<file path="config.mk">
export PLATFORM = sky130hd
export DESIGN_NAME = mem_arbiter
export DESIGN_NICKNAME = d
export VERILOG_FILES = /design/src/rtl/mem_arbiter.sv
export SDC_FILE = /design/constraint.sdc
export NUM_CORES = 1
export LEC_CHECK = 0
export CAP_MARGIN = 10
export CORE_MARGIN = 3
export CORE_UTILIZATION = 35
export DETAILED_ROUTE_END_ITERATION = 10
export PLACE_DENSITY = 0.78
export SYNTH_ARGS = -nofsm -noshare
export SYNTH_HDL_FRONTEND = slang
export SYNTH_SLANG_ARGS = --single-unit
</file>
<file path="constraint.sdc">
create_clock -name clk -period 5.9 [get_ports clk]
set_input_delay 0.59 -clock clk [delete_from_list [all_inputs] [get_ports clk]]
set_output_delay 0.59 -clock clk [all_outputs]
set_load 0.01 [all_outputs]
</file>
<file path="src/rtl/mem_arbiter.sv">
// Three-port arbiter in front of a single-port synchronous RAM with one-cycle read latency.
// The debug port has fixed priority. Fetch and data ports share the RAM round-robin.
module mem_arbiter #(
    parameter int ADDR_W = 30,
    parameter int DATA_W = 32
) (
    input  logic              clk,
    input  logic              rst,
    input  logic              if_req,
    input  logic [ADDR_W-1:0] if_addr,
    output logic              if_ack,
    output logic [DATA_W-1:0] if_rdata,
    input  logic              d_req,
    input  logic              d_we,
    input  logic [ADDR_W-1:0] d_addr,
    input  logic [DATA_W-1:0] d_wdata,
    output logic              d_ack,
    output logic [DATA_W-1:0] d_rdata,
    input  logic              dbg_req,
    input  logic              dbg_we,
    input  logic [ADDR_W-1:0] dbg_addr,
    input  logic [DATA_W-1:0] dbg_wdata,
    output logic              dbg_ack,
    output logic [DATA_W-1:0] dbg_rdata,
    output logic              ram_wren,
    output logic [ADDR_W-1:0] ram_address,
    output logic [DATA_W-1:0] ram_data,
    input  logic [DATA_W-1:0] ram_q
);

    typedef enum logic {IDLE, WAIT} state_t;

    state_t            state, state_nx;
    logic [2:0]        gnt, gnt_q;          // {dbg, d, if}
    logic              last_d, last_d_nx;   // 1: data port won the last if/d grant
    logic [ADDR_W-1:0] addr_q, sel_addr;
    logic [DATA_W-1:0] data_q, sel_data;
    logic              sel_we;

    always_comb begin
        state_nx  = state;
        gnt       = '0;
        last_d_nx = last_d;
        sel_addr  = addr_q;
        sel_data  = data_q;
        sel_we    = 1'b0;
        case (state)
            IDLE: begin
                if (dbg_req) begin
                    gnt      = 3'b100;
                    sel_addr = dbg_addr;
                    sel_data = dbg_wdata;
                    sel_we   = dbg_we;
                end else if (if_req && (!d_req || last_d)) begin
                    gnt       = 3'b001;
                    sel_addr  = if_addr;
                    last_d_nx = 1'b0;
                end else if (d_req) begin
                    gnt       = 3'b010;
                    sel_addr  = d_addr;
                    sel_data  = d_wdata;
                    sel_we    = d_we;
                    last_d_nx = 1'b1;
                end
                if (gnt != 3'b000) state_nx = WAIT;
            end
            WAIT:    state_nx = IDLE;
            default: state_nx = IDLE;
        endcase
    end

    always_ff @(posedge clk or posedge rst) begin
        if (rst) begin
            state  <= IDLE;
            gnt_q  <= '0;
            last_d <= 1'b1;
            addr_q <= '0;
            data_q <= '0;
        end else begin
            state  <= state_nx;
            gnt_q  <= gnt;
            last_d <= last_d_nx;
            addr_q <= sel_addr;
            data_q <= sel_data;
        end
    end

    // RAM controls are combinational from the selected port, so reset must gate them directly.
    assign ram_wren    = sel_we & ~rst;
    assign ram_address = rst ? '0 : sel_addr;
    assign ram_data    = rst ? '0 : sel_data;

    assign if_ack    = (state == WAIT) & gnt_q[0];
    assign d_ack     = (state == WAIT) & gnt_q[1];
    assign dbg_ack   = (state == WAIT) & gnt_q[2];
    assign if_rdata  = ram_q;
    assign d_rdata   = ram_q;
    assign dbg_rdata = ram_q;

endmodule

</file>
==> metrics <==
run status complete, no violations; Synth warnings 0; number of global-route vias before repair roughly 5600; port bufs 226; die width 137 um; Final Setup Violations 0; site row count 47; number of synthesized register bits 67; relative slew slack 0.297; TritonCTS clock tree done; PnR worst setup slack 2000 ps; n_diodes 0; # H-tree levels 3; Clock Skews 13.2 ps; Mapped Area between 5000 and 6000 um^2; post-CTS resize count 0; first-pass GRT wire length 29.4 mm; pin count of the biggest net entering global routing 83; total grt overflow 0; Worst VDD drop 0.142 mV; sequential cell area fraction in the yosys report 0.281; Mapped Cells 651; HP Class flip-flop to flip-flop; WL/cell 20.4 um; Lkg Pwr 2.81 nW; Nets 930; fin crit share 0.661; Crit Path Class input pin to output pin; FMAX 0.257 GHz; Hold Slack 543 ps; WP data arrival 3310 ps; Overall Global Routing Usage 0.199; Residual DRC 0; Finished Cell Area 7770 um^2; Vias 5527; Die ar. 18600 um^2; placed inst area 7510 um^2; Hold Buf Count CTS 0; setup_tns 0 ps; worst-margin pin slew 1050 ps; Detail Route Antenna Nets 0; Post-CTS Repair Setup Buffers 0; ranking of synthesized cells by area dfrtp_1, buf_4, nor3_1, a221oi_2, nor4_2; Clock Path Buffers 2; number of DRC markers in iteration 0 191; worst skew pair latency ~330 ps; Area Overhead vs Synth 30.3%; minimum setup slack among reg-to-reg paths 3660 ps; area of the multi-input gates around 3200 um^2; initial core utilization 0.358; Syn Area/Cell 9.16 um^2; worst-path fanout max 82; commonest non-fill, non-tap cells in the layout clkdlybuf4s50_1, nor3_1, dfrtp_1; Pre-antenna DRT Iters 6; initial antenna violation count 1; post-synth top area cell dfrtp_1; Clock Sinks between 60 and 70; Hold Vio Cnt, Final 0; Pwr per Cell Area about 280 nW/um^2; number of fill cells in the layout 1588; Final Max Slew Viols 0; post-synth top area share 0.277; I/O pin count 355; commonest non-fill, non-tap cell in the layout clkdlybuf4s50_1; GPL Wtd Cong 0.743; Core ar. 16600 um^2; syn_nets 844; routed wire length 19.6 mm; Crit. End Element output pin; Max Cap Viol 0; Clk pin slew, worst setup/hold paths 60 ps; FF/Latch Area 1680 um^2; CP required 5310 ps; Worst setup SP type input pin; synth unique cells 32; DP Wirelength 13.4 mm; CTS Buf Count 9; Die Span Y around 140 um; Root Buffer clkbuf_16; RSZ-0062 raised after global routing false; Setup WS pre-CTS 2070 ps; min cycle time layout just under 4000 ps; Via density 5.76; share of layout cells above drive strength 1 0.177
-- layout make-up --
type,count,share of cell area
well taps,220,0.0354
multi-input cells,419,0.414
clock inverters,3,0.00225
clock buffers,11,0.0312
inverters,3,0.00161
repair buffers,237,0.299
flip-flops and latches,67,0.216
-- sequential cells by signal (all words and copies together), names as in the netlist --
signal,cells
state,1
gnt_q,3
data_q,32
last_d,1
addr_q,30
-- critical path, cell delays in order --
cell and delay [ps]:
buf_4 330, and3b_2 1080, a221oi_2 190, nor3_1 350
clkdlybuf4s50_1 610
-- where the power goes --
part	leakage, nW	total, mW	internal (mW)	switching, mW
Clock	0.127	0.491	0.290	0.202
Sequential	0.773	0.695	0.606	0.0898
Combinational	1.91	0.960	0.480	0.480
-- layer usage --
| metal | routed length, um | track usage | share of wire | up-vias |
|---|---|---|---|---|
| met1 | 7860 | 0.233 | 0.40 | 2660 |
| met4 | 309 | 0.0655 | 0.016 | 2 |
| met2 | 9840 | 0.353 | 0.50 | 272 |
| met3 | 1550 | 0.0537 | 0.079 | 26 |
| met5 | 9 | 0 | 0.00046 | - |
| li1 | - | - | - | 2567 |
-- synthesized netlist by cell type, drive strengths merged --
master    n
nand2b   31
a211o    30
nor4b     1
o22ai    61
clkbuf   24
a221oi   30
dfrtp    66
a21bo     1
nor4     62
a21oi     2
dfstp     1
and2      3
nand3     2
buf     138
nor3     95
a21boi    1
nor2     32
a31oi     2
and3b     1
nor2b     2
a22oi     2
mux2     30
a21o     30
nand3b    1
clkinv    1
inv       2
-- cell families (layout without fill, tap and decap cells) --
kind of cell           Yosys count  after routing  synth area share
muxes                           30             30            0.0567
buffers and inverters          165            254             0.181
AOI/OAI and AO/OA              159            159             0.231
DFF                             67             67             0.281
and+or+nand+nor                230            230             0.249
-- path summary, 6_finish.rpt --
path	endpoint	startpoint	cells after the start
min in group asynchronous	addr_q[4]	rst	2
max in group asynchronous	data_q[31]	rst	3
hold / removal	addr_q[1]	addr_q[1]	2
setup / recovery	ram_address[9]	dbg_req	5
hold reg to reg	addr_q[1]	addr_q[1]	2
setup reg to reg	data_q[6]	state	4
-- through the flow --
step           power [mW]   util  std cells
4_1_cts              2.17  0.467        960
3_5_place_dp         1.66  0.451        946
2_1_floorplan        1.33      -        651
5_1_grt              2.29  0.467        960
3_3_place_gp         1.64  0.451        946
6_report             2.15  0.467        960
No activity file was read; power rests on OpenSTA's default activity.
